--- src/rtl/cpu19_pkg.sv ---
// Shared widths and enums for the 19-bit CPU memory-port arbiter.
package cpu19_pkg;
  localparam int DATA_W = 19;
  localparam int ADDR_W = 19;

  typedef enum logic [1:0] {IDLE, ISSUE, WAIT, RESP} arb_state_t;
  typedef enum logic {REQ_IF, REQ_DM} req_id_t;
endpackage

--- src/rtl/mem_arb_pick.sv ---
// Winner select for the memory port: DM has fixed priority unless IF has
// lost STARVE_MAX arbitrations in a row.
module mem_arb_pick
  import cpu19_pkg::*;
#(
  parameter int STARVE_MAX = 4
) (
  input  logic    clk,
  input  logic    rst_n,
  input  logic    i_if_req,
  input  logic    i_dm_req,
  input  logic    i_arb_en,
  output req_id_t o_winner
);

  localparam logic [3:0] STARVE_LIM = 4'(STARVE_MAX);

  logic [3:0] r_starve_cnt;
  logic       w_dm_wins;

  assign w_dm_wins = i_dm_req && (!i_if_req || (r_starve_cnt < STARVE_LIM));
  assign o_winner  = w_dm_wins ? REQ_DM : REQ_IF;

  // Counter only moves on an actual arbitration; any IF win or idle IF clears it.
  always_ff @(posedge clk or negedge rst_n) begin
    if (!rst_n) begin
      r_starve_cnt <= '0;
    end else if (i_arb_en) begin
      if (i_if_req && w_dm_wins)
        r_starve_cnt <= (r_starve_cnt == STARVE_LIM) ? r_starve_cnt : r_starve_cnt + 4'd1;
      else
        r_starve_cnt <= '0;
    end
  end

endmodule

--- src/rtl/mem_port_arbiter.sv ---
// Shares the single-ported I/D memory between fetch (IF) and data (DM).
// Define RDATA_REG_EN to register read data and return it one cycle later.
module mem_port_arbiter
  import cpu19_pkg::*;
#(
  parameter int MEM_LAT    = 2,
  parameter int STARVE_MAX = 4
) (
  input  logic              clk,
  input  logic              rst_n,
  input  logic              i_if_req,
  input  logic [ADDR_W-1:0] i_if_addr,
  output logic              o_if_gnt,
  output logic              o_if_rvalid,
  output logic [DATA_W-1:0] o_if_rdata,
  input  logic              i_dm_req,
  input  logic              i_dm_we,
  input  logic [ADDR_W-1:0] i_dm_addr,
  input  logic [DATA_W-1:0] i_dm_wdata,
  output logic              o_dm_gnt,
  output logic              o_dm_rvalid,
  output logic [DATA_W-1:0] o_dm_rdata,
  output logic              o_mem_en,
  output logic              o_mem_we,
  output logic [ADDR_W-1:0] o_mem_addr,
  output logic [DATA_W-1:0] o_mem_wdata,
  input  logic [DATA_W-1:0] i_mem_rdata,
  output logic              o_busy
);

  localparam logic [3:0] LAT_LOAD = 4'(MEM_LAT - 1);

  arb_state_t        r_state, w_state_next;
  req_id_t           r_id, w_winner;
  logic              r_we;
  logic [ADDR_W-1:0] r_addr;
  logic [DATA_W-1:0] r_wdata;
  logic [3:0]        r_lat, w_lat_next;
  logic              w_arb_en, w_issue, w_rvalid, w_if_rv, w_dm_rv;
  logic [DATA_W-1:0] w_rdata;
`ifdef RDATA_REG_EN
  logic [DATA_W-1:0] r_rdata;
`endif

  assign w_arb_en = (r_state == IDLE) && (i_if_req || i_dm_req);

  mem_arb_pick #(.STARVE_MAX(STARVE_MAX)) u_pick (
    .clk      (clk),
    .rst_n    (rst_n),
    .i_if_req (i_if_req),
    .i_dm_req (i_dm_req),
    .i_arb_en (w_arb_en),
    .o_winner (w_winner)
  );

  always_ff @(posedge clk or negedge rst_n) begin
    if (!rst_n) begin
      r_state <= IDLE;
      r_lat   <= '0;
    end else begin
      r_state <= w_state_next;
      r_lat   <= w_lat_next;
    end
  end

  // Fetches are always reads; IF carries no write data.
  always_ff @(posedge clk or negedge rst_n) begin
    if (!rst_n) begin
      r_id    <= REQ_IF;
      r_we    <= 1'b0;
      r_addr  <= '0;
      r_wdata <= '0;
    end else if (w_arb_en) begin
      r_id    <= w_winner;
      r_we    <= (w_winner == REQ_DM) && i_dm_we;
      r_addr  <= (w_winner == REQ_DM) ? i_dm_addr : i_if_addr;
      r_wdata <= (w_winner == REQ_DM) ? i_dm_wdata : '0;
    end
  end

`ifdef RDATA_REG_EN
  always_ff @(posedge clk or negedge rst_n) begin
    if (!rst_n)
      r_rdata <= '0;
    else if ((r_state == WAIT) && (r_lat == '0))
      r_rdata <= i_mem_rdata;
  end
`endif

  always_comb begin
    w_state_next = r_state;
    w_lat_next   = r_lat;
    w_issue      = 1'b0;
    w_rvalid     = 1'b0;
    w_rdata      = '0;
    case (r_state)
      IDLE: begin
        if (w_arb_en) w_state_next = ISSUE;
      end
      ISSUE: begin
        w_issue = 1'b1;
        if (r_we) begin
          w_state_next = IDLE;
        end else begin
          w_lat_next   = LAT_LOAD;
          w_state_next = WAIT;
        end
      end
      WAIT: begin
        if (r_lat != '0) begin
          w_lat_next = r_lat - 4'd1;
        end else begin
`ifdef RDATA_REG_EN
          w_state_next = RESP;
`else
          w_rvalid     = 1'b1;
          w_rdata      = i_mem_rdata;
          w_state_next = IDLE;
`endif
        end
      end
      RESP: begin
`ifdef RDATA_REG_EN
        w_rvalid = 1'b1;
        w_rdata  = r_rdata;
`endif
        w_state_next = IDLE;
      end
      default: w_state_next = IDLE;
    endcase
  end

  assign w_if_rv     = w_rvalid && (r_id == REQ_IF);
  assign w_dm_rv     = w_rvalid && (r_id == REQ_DM);
  assign o_if_gnt    = w_issue && (r_id == REQ_IF);
  assign o_dm_gnt    = w_issue && (r_id == REQ_DM);
  assign o_if_rvalid = w_if_rv;
  assign o_dm_rvalid = w_dm_rv;
  assign o_if_rdata  = w_if_rv ? w_rdata : '0;
  assign o_dm_rdata  = w_dm_rv ? w_rdata : '0;
  assign o_mem_en    = w_issue;
  assign o_mem_we    = w_issue && r_we;
  assign o_mem_addr  = w_issue ? r_addr : '0;
  assign o_mem_wdata = w_issue ? r_wdata : '0;
  assign o_busy      = (r_state != IDLE);

endmodule

--- config.mk ---
export PLATFORM = sky130hd
export DESIGN_NAME = mem_port_arbiter
export DESIGN_NICKNAME = d
export VERILOG_FILES = /design/src/rtl/cpu19_pkg.sv /design/src/rtl/mem_arb_pick.sv /design/src/rtl/mem_port_arbiter.sv
export SDC_FILE = /design/constraint.sdc
export NUM_CORES = 1
export LEC_CHECK = 0
export CORE_MARGIN = 2
export CORE_UTILIZATION = 40
export CTS_BUF_LIST = sky130_fd_sc_hd__clkbuf_8
export CTS_CLUSTER_DIAMETER = 80
export DETAILED_ROUTE_END_ITERATION = 10
export GPL_TIMING_DRIVEN = 0
export PLACE_DENSITY = 0.93
export RECOVER_POWER = 50
export SYNTH_ARGS = -nofsm -noshare
export SYNTH_HDL_FRONTEND = slang
export SYNTH_HIERARCHICAL = 1
export SYNTH_SLANG_ARGS = --single-unit
--- constraint.sdc ---
create_clock -name clk -period 2.05 [get_ports clk]
set_input_delay 0.205 -clock clk [delete_from_list [all_inputs] [get_ports clk]]
set_output_delay 0.205 -clock clk [all_outputs]
set_load 0.02 [all_outputs]
### After elaboration in Yosys (flattened, before gate mapping)

Cells that the tools add are included.

* register bits: 50
* input port bits: 81
* output and inout port bits: 83
* logic and storage cells: 60

* add/subtract/negate cells: 2
* order comparisons: 1
* eq/ne operators: 9
* mux-type cells: 21
* bitwise operators: 1
* reductions and logical operators: 19

Operator list (count)
* 19-bit two-way mux: 8
* 4-bit two-way mux: 4
* 1-bit logical AND: 9
* 2-bit inequality test (second input constant): 4
* 2-bit case mux with 4 select lines: 1
* 4-bit case mux with 2 select lines: 1
* 2-bit two-way mux: 3
* 4-bit by 1-bit adder with 4-bit output (second input constant): 1
* 2-bit == test (second input constant): 2
* 4-bit by 3-bit == test with 1-bit output (second input constant): 1
* 4-bit by 3-bit less-than comparator with 1-bit output (second input constant): 1
* 1-bit two-way mux: 4
* 2-bit AND reduction: 2
* 2-bit nonzero test: 2
* 4-bit nonzero test: 1
* 4-bit by 1-bit subtractor with 4-bit output (second input constant): 1
* 3-bit AND reduction: 1
* 2-bit by 1-bit == test with 1-bit output (second input constant): 1
* 2-bit logical NOT: 1
* 1-bit logical OR: 2
* 2-bit by 1-bit inequality test with 1-bit output (second input constant): 1
* 1-bit logical NOT: 1
* 1-bit NOT: 1

### Depth between registers and ports, before layout

Gate-level depths: netlist of the first run.

* word-level depth: 6
* mapped depth: 6
* mapped depth without buffers: 5

### By module

The synthesis of the first run kept the hierarchy.

By module, submodules not included
* mem_port_arbiter: instances 1, cells an instance 276, area an instance 2760.1 µm², seq. area each 1151.1 µm²
* mem_arb_pick: instances 1, cells an instance 18, area an instance 202.7 µm², seq. area each 100.1 µm²

### Worst setup path after synthesis of the first run

Ideal clock, no wire load.

* path type: register to register
* start: reg u_pick.r_starve_cnt[3]
* end: reg r_addr[10]
* library setup time: 128 ps
* arrival: 1654 ps
* data required time: 1922 ps
* slack: 269 ps
* cell stages (with the launch flop): 6
* buffers on the path: 1
* period minus slack after synthesis: 1781 ps
* path through: dfrtp_1 or2_4 a21boi_2 buf_2 mux2_2 mux2_1

* cells in the longest elaborated chain, start to end: 5

Ends and longest elaborated chain
* from (decl): RTL line mem_arb_pick.sv:18 `logic [3:0] r_starve_cnt;`
* from (signal assigned): RTL line mem_arb_pick.sv:30 `r_starve_cnt <= (r_starve_cnt == STARVE_LIM) ? r_starve_cnt : r_starve_cnt + 4'd1;`
* 4-bit by 3-bit less-than comparator with 1-bit output: RTL line mem_arb_pick.sv:21 `assign w_dm_wins = i_dm_req && (!i_if_req || (r_starve_cnt < STARVE_LIM));`
* 1-bit logical OR: RTL line mem_arb_pick.sv:21
* 1-bit logical AND: RTL line mem_arb_pick.sv:21
* 1-bit two-way mux: RTL line mem_arb_pick.sv:22 `assign o_winner = w_dm_wins ? REQ_DM : REQ_IF;`
* via w_winner: RTL line mem_port_arbiter.sv:34 `req_id_t r_id, w_winner;`
* 19-bit two-way mux: RTL line mem_port_arbiter.sv:76 `r_addr <= (w_winner == REQ_DM) ? i_dm_addr : i_if_addr;`
* to (signal assigned): RTL line mem_port_arbiter.sv:76
* to (decl): RTL line mem_port_arbiter.sv:36 `logic [ADDR_W-1:0] r_addr;`

The timed path passes the listed nets, and every way through them passes these cells.
A chain may end at the register's enable or synchronous reset.

### Worst setup path after layout of the first run

* start: reg r_lat[2]
* end: out o_dm_rdata[13]

* cells in the longest elaborated chain, start to end: 5
* elaborated cells between the ends (all ways): 7
* classes of those cells: 5 x mux; 2 x reduce/logical

Ends and longest elaborated chain
* from (decl): RTL line mem_port_arbiter.sv:38 `logic [3:0] r_lat, w_lat_next;`
* from (signal assigned): RTL line mem_port_arbiter.sv:62 `r_lat <= w_lat_next;`
* 4-bit nonzero test (*): RTL line mem_port_arbiter.sv:110 `if (r_lat != '0) begin`
* 1-bit two-way mux: RTL line mem_port_arbiter.sv:110
* 1-bit two-way mux: RTL line mem_port_arbiter.sv:96 `case (r_state)`
* 1-bit logical AND: RTL line mem_port_arbiter.sv:134 `assign w_dm_rv = w_rvalid && (r_id == REQ_DM);`
* 19-bit two-way mux (*): RTL line mem_port_arbiter.sv:140 `assign o_dm_rdata = w_dm_rv ? w_rdata : '0;`
* to (decl): RTL line mem_port_arbiter.sv:22 `output logic [DATA_W-1:0] o_dm_rdata,`

Every way passes the cells marked *; elsewhere a longest branch is shown, timed or not.

==> flow_metrics.env, run 1 <==
export IMPL_htreeDepth=2
export IMPL_clk_pin_slew_worst_paths_ps=90
export IMPL_synth_area_per_cell_um2=10.1
export IMPL_syn_to_final_growth_pct=63.8
export IMPL_netlist_area_um2=2960
export IMPL_fin_nets=559
export IMPL_relSlewSlack_pct=12.4
export IMPL_worstHoldStart="i_dm_wdata[9]"
export IMPL_grt_overflow=0
export IMPL_crit_type="flip-flop to primary output"
export IMPL_r2r_end="r_addr[8]"
export IMPL_synth_cell_type_count=33
export IMPL_finalSetupViolCount=8
export IMPL_ys_seq_elements=50
export IMPL_syn_nets=379
export IMPL_synth_seq_area_share_pct=42.2
export IMPL_tritoncts="built"
export IMPL_yosysMostFrequentCell="and2_1"
export IMPL_setup_tns_ps=-67.3
export IMPL_io_pins=164
export IMPL_die_area_um2=8110
export IMPL_hold_path_class="primary input to flip-flop"
export IMPL_status="complete, but fails checks"
export IMPL_ys_async_sr_fraction_pct=100
export IMPL_drc_errors=0
export IMPL_ys_flop_type="dfrtp_1"
export IMPL_synth_top_area_share_pct=42.2
export IMPL_min_period_ps=2070
export IMPL_max_freq_ghz=0.482
export IMPL_via_per_inst=4.87
export IMPL_via_count=2793
export IMPL_wire_per_inst_um=15.7
export IMPL_critical_path_arrival_ps=1870
export IMPL_regArea_um2=1250
export IMPL_maxCapViolations=0
export IMPL_cts_buffers=5
export IMPL_grt_max_degree=28
export IMPL_fp_dieH_um=90.1
export IMPL_drive_above_1_share_pct=32.0
export IMPL_synthTopCellsByCount="and2_1, dfrtp_1, nand2_1, o21ai_0"
export IMPL_hold_ws_ps=445
export IMPL_start_util_pct=41.1
export IMPL_antenna_found_initial=0
export IMPL_port_buffers=163
export IMPL_cts_root_buf="clkbuf_8"
export IMPL_cts_sinks=50
export IMPL_rrSetupSlack_ps=40
export IMPL_p_leak_uw=0.00227
export IMPL_setup_ws_ps=-22.8
export IMPL_hold_violations=0
export IMPL_whs_endpoint="r_wdata[9]"
export IMPL_routed_wl_um=9000
export IMPL_multi_input_area_um2=1620
export IMPL_critPathLaunchType="flip-flop"
export IMPL_grt_pass1_wl_um=14500
export IMPL_maxSlewViolCount=0
export IMPL_min_delay_path_depth=3
export IMPL_initialDrtViolationCount=106
export IMPL_yosysTopAreaCell="dfrtp_1"
export IMPL_first_pass_iters=6
export IMPL_critical_path_peak_fanout=5
export IMPL_period_share_pct=101
export IMPL_row_count=31
export IMPL_failed_checks="setup timing"
export IMPL_grt_pass1_vias=2892
export IMPL_antenna_cells=0
export IMPL_worst_slew_pin_slew_ps=1310
export IMPL_synth_edf_count=0
export IMPL_required_ps=1850
export IMPL_reg2regPathDepth=5
export IMPL_end_kind="primary output"
export IMPL_clk_latency_ps=300
export IMPL_fill_cells=567
export IMPL_netlist_top_cells_area="dfrtp_1, and2_1, mux2_2"
export IMPL_cts_max_path_buffers=2
export IMPL_power_density_nw_per_um2=1020
export IMPL_power_uw=4970
export IMPL_gp_congestion=0.779
export IMPL_gr_usage_all_layers_pct=21.9
export IMPL_core_um2=7210
export IMPL_synth_cells=294
export IMPL_die_w_um=90.1
export IMPL_skew_ps=2.94
export IMPL_yosys_warnings=6
export IMPL_rsz0062_at_grt="yes"
export IMPL_detail_route_antenna_nets=0
export IMPL_vdd_drop_max_mv=0.582
export IMPL_dpl_hpwl_um=6760
export IMPL_r2r_start="u_pick/r_starve_cnt[3]"
## kinds of logic (layout without fill, tap and decap cells)
kind of cell	Yosys count	in the layout	synth area share, %
buf+inv	30	211	5.62
flops	50	50	42.2
simple gates	118	118	23.9
compound gates	51	51	11.0
fa+ha+maj	4	4	1.69
mux	41	41	15.5
## flip-flops by register name, indices dropped and copies added, names as in the netlist
signal               flops
r_wdata                 19
r_we                     1
r_state                  2
r_lat                    4
r_id                     1
u_pick/r_starve_cnt      4
r_addr                  19
## report_power, final
group	switching, uW	total (uW)	internal [uW]
registers	242	1680	1440
logic	1460	2700	1240
clock network	316	584	268
total	2020	4970	2950
## worst max-delay path: stages (launching register included)
cell     delay, ps
dfrtp_1        400
or3b_4         440
nor3_4         200
buf_4          160
buf_6          100
and2_1         120
buf_4          130
## layout make-up
type	instances	area share, %
inverters	7	0.542
plain buffers	22	3.09
flip-flops and latches	50	25.8
repair buffers	174	32.7
well taps	99	2.55
clock buffers	6	1.70
multi-input cells	214	33.4
clock inverters	2	0.181
## per-layer routing
layer	global-route usage (%)	wire length, um
met3	6.20	577
met1	26.9	3780
met2	38.6	4550
met4	4.10	87
met5	0	0
## cells in the final DEF, fill, tap and decap left out, types with 2 or more instances in the layout
| cell type | instances |
|---|---|
| o21ai_1 | 2 |
| clkbuf_2 | 28 |
| mux2_1 | 19 |
| clkbuf_4 | 4 |
| buf_4 | 12 |
| buf_6 | 38 |
| clkbuf_1 | 7 |
| inv_1 | 7 |
| o31ai_1 | 20 |
| nand4_1 | 2 |
| and2_4 | 23 |
| clkdlybuf4s15_2 | 2 |
| nor3_4 | 2 |
| buf_2 | 8 |
| o21ai_0 | 21 |
| dlygate4sd2_1 | 11 |
| clkdlybuf4s50_1 | 80 |
| clkbuf_8 | 6 |
| o22ai_1 | 3 |
| ha_1 | 3 |
| mux2_2 | 20 |
| mux2i_1 | 2 |
| nor2_1 | 5 |
| nor2b_1 | 2 |
| clkdlybuf4s15_1 | 4 |
| nand2_1 | 21 |
| dfrtp_1 | 50 |
| and2_1 | 54 |
## stage by stage
step                      utilization (%)  setup WS, ps  area, um2  instances
after floorplan                         -           269       2960        294
after global placement               65.4          -582       4720        556
after detailed placement             65.6          -187       4730        557
after CTS                            66.1         -97.2       4770        573
after global routing                 67.3         -99.8       4850        574
final                                67.3         -22.8       4850        574
## how the worst max path moves through the flow
stage,startpoint,end,slack [ps],cells past startpoint
4_1_cts,r_state[0],o_dm_rdata[18],-100,6
5_1_grt,rst_n,r_wdata[18],-100,3
3_3_place_gp,rst_n,r_wdata[14],-580,1
6_report,r_lat[2],o_dm_rdata[13],-20,6
2_1_floorplan,u_pick/r_starve_cnt[3],r_addr[10],270,5
3_5_place_dp,r_state[1],o_mem_addr[4],-190,5
## timing repair
action | CTS | global route
resized for setup | 253 | 116
buffers inserted | 5 | 1
hold endpoints to repair | 23 | 0
pin swaps | 6 | 11
endpoints found under the setup margin | 81 | 101
gates cloned | 2 | 1
hold buffers | 1 | 0
Note: power is estimated with default switching activity, not from simulation.
==> inputs of run 2 (changes only) <==
--- a/config.mk
+++ b/config.mk
@@ -5,6 +5,7 @@
 export SDC_FILE = /design/constraint.sdc
 export NUM_CORES = 1
 export LEC_CHECK = 0
+export CORE_ASPECT_RATIO = 1.2
 export CORE_MARGIN = 2
 export CORE_UTILIZATION = 40
 export CTS_BUF_LIST = sky130_fd_sc_hd__clkbuf_8
==> flow_metrics.env, run 2 (synthesis results as in run 1) <==
export IMPL_period_share_pct=101
export IMPL_place_area_um2=4730
export IMPL_antenna_cells=0
export IMPL_drive_above_1_share_pct=26.9
export IMPL_maxCapViolations=0
export IMPL_max_freq_ghz=0.483
export IMPL_via_count=2867
export IMPL_clk_pin_slew_worst_paths_ps=100
export IMPL_slowest_delay_ps=450
export IMPL_p_clk_share_pct=13.7
export IMPL_skew_ps=9.77
export IMPL_worstPathCellList="or3b_4 -> nor3_4 -> buf_4 -> buf_4 -> and2_4 -> buf_6"
export IMPL_dpl_hpwl_um=6870
export IMPL_cts_root_buf="clkbuf_8"
export IMPL_critical_path_peak_fanout=5
export IMPL_r2r_end="r_addr[15]"
export IMPL_relSlewSlack_pct=56.9
export IMPL_r2r_start="u_pick/r_starve_cnt[3]"
export IMPL_top_regs="r_addr x19, r_wdata x19"
export IMPL_first_pass_iters=4
export IMPL_routed_wl_um=8980
export IMPL_io_pins=164
export IMPL_rsz0062_at_grt="yes"
export IMPL_power_density_nw_per_um2=1040
export IMPL_fin_util_pct=68.0
export IMPL_end_kind="primary output"
export IMPL_hold_path_class="primary input to flip-flop"
export IMPL_slowest_stage="or3b_4"
export IMPL_grt_overflow=0
export IMPL_switchingPower_uw=2030
export IMPL_cts_buffers=5
export IMPL_crit_type="flip-flop to primary output"
export IMPL_placed_cells=548
export IMPL_grt_pass1_wl_um=13600
export IMPL_failed_checks="setup timing"
export IMPL_final_cell_mix="clkdlybuf4s50_1, and2_1, dfrtp_1, buf_6, dlygate4sd2_1"
export IMPL_p_leak_uw=0.00233
export IMPL_vdd_drop_max_mv=0.799
export IMPL_required_ps=1850
export IMPL_grt_max_degree=27
export IMPL_min_period_ps=2070
export IMPL_gp_congestion=0.764
export IMPL_finalSetupViolCount=5
export IMPL_die_w_um=82.6
export IMPL_fp_dieH_um=98.3
export IMPL_drc_errors=0
export IMPL_setup_ws_ps=-20.0
export IMPL_clk_latency_ps=300
export IMPL_p_comb_share_pct=53.7
export IMPL_power_uw=5130
export IMPL_cts_sinks=50
export IMPL_die_area_um2=8110
export IMPL_gr_usage_all_layers_pct=21.6
export IMPL_critPathTopFamily="simple AND/OR/NAND/NOR gates"
export IMPL_tritoncts="built"
export IMPL_antenna_found_initial=0
export IMPL_via_per_inst=5.03
export IMPL_reg2regPathDepth=5
export IMPL_hold_violations=0
export IMPL_setup_tns_ps=-67.5
export IMPL_cp_common_cell="buf_4"
export IMPL_port_buffers=163
export IMPL_instances_no_fill=570
export IMPL_p_int_uw=3110
export IMPL_grt_pass1_vias=2847
export IMPL_core_um2=7230
export IMPL_sw_frac_of_total_pct=39.5
export IMPL_start_util_pct=41.0
export IMPL_fill_cells=580
export IMPL_seq_power_share_pct=32.5
export IMPL_fin_area_um2=4910
export IMPL_worst_slew_pin_slew_ps=647
export IMPL_rrSetupSlack_ps=80
export IMPL_detail_route_antenna_nets=0
export IMPL_final_common_cell="clkdlybuf4s50_1"
export IMPL_min_delay_path_depth=3
export IMPL_syn_to_final_growth_pct=65.9
export IMPL_cts_max_path_buffers=2
export IMPL_wire_per_inst_um=15.8
export IMPL_fin_nets=564
export IMPL_maxSlewViolCount=0
export IMPL_path_buf_inv=3
export IMPL_htreeDepth=2
export IMPL_critPathLaunchType="flip-flop"
export IMPL_critical_path_arrival_ps=1870
export IMPL_row_count=34
export IMPL_initialDrtViolationCount=71
export IMPL_status="complete, but fails checks"
export IMPL_worstHoldStart="i_dm_wdata[3]"
export IMPL_whs_endpoint="r_wdata[3]"
-- run 2: changes by cell type in the layout (fill, tap and decap cells not counted), sizes merged, moves of 6 or more --
cell,change
buf,+6
clkbuf,-26
clkdlybuf4s15,+7
dlygate4sd2,+17
-- run 2: per-stage QoR --
step           setup slack (ps)  hold WS (ps)
2_1_floorplan               269         -90.6
3_3_place_gp               -624           458
3_5_place_dp               -183           261
4_1_cts                    -139           440
5_1_grt                   -94.1           453
6_report                  -20.0           448
-- run 2: tightest hold or removal path, cell delays in order --
cell and delay (ps):
clkdlybuf4s50_1 390, nand2_1 70, o31ai_1 60
-- run 2: worst max-delay path by stage --
stage	start	end	cells past startpoint
finish	r_state[0]	o_if_rdata[17]	6
floorplan	u_pick/r_starve_cnt[3]	r_addr[10]	5
global placement	rst_n	r_addr[10]	1
CTS	r_lat[2]	o_if_rdata[17]	7
global route	r_state[0]	o_if_rdata[17]	6
detailed placement	r_lat[0]	o_if_rdata[4]	7
-- run 2: layout make-up --
class / instances / area [um2] / area share [%]
flip-flops and latches: 50 / 1250 / 25.5
well taps: 90 / 113 / 2.29
clock buffers: 5 / 68.8 / 1.40
plain buffers: 22 / 144 / 2.93
repair buffers: 179 / 1660 / 33.7
inverters: 7 / 26.3 / 0.535
multi-input cells: 214 / 1610 / 32.8
clock inverters: 3 / 43.8 / 0.891
-- run 2: repair_timing --
| action | CTS | global route |
|---|---|---|
| setup buffers | 10 | 3 |
| setup endpoints to repair | 81 | 100 |
| endpoints found under the hold margin | 25 | 0 |
| pin swaps | 13 | 3 |
| gates resized for setup | 264 | 34 |
| gates cloned | 2 | 0 |
| hold buffers | 1 | 0 |
-- run 2: power by group through the flow --
stage               registers [uW]  logic (uW)  clock network, uW
floorplan                     1610        1660                  0
global placement              1650        2650                  0
detailed placement            1690        2740                  0
CTS                           1670        2680                721
global route                  1730        3000                745
finish                        1670        2760                704
-- run 2: layer usage --
| layer | vias to the layer above | share of wire (%) | GRT usage [%] |
|---|---|---|---|
| li1 | 1366 | - | - |
| met1 | 1352 | 35 | 23.5 |
| met2 | 139 | 55 | 41.8 |
| met3 | 10 | 8.6 | 4.34 |
| met4 | 0 | 1.1 | 4.16 |
| met5 | - | 0 | 0 |
==> inputs of run 3 (changes only) <==
--- a/config.mk
+++ b/config.mk
@@ -12,6 +12,7 @@
 export CTS_CLUSTER_DIAMETER = 80
 export DETAILED_ROUTE_END_ITERATION = 10
 export GPL_TIMING_DRIVEN = 0
+export HOLD_SLACK_MARGIN = 0.12
 export PLACE_DENSITY = 0.93
 export RECOVER_POWER = 50
 export SYNTH_ARGS = -nofsm -noshare
==> results of run 3 <==
Same layout as run 2: the final DEF is identical, and so are final timing and power.
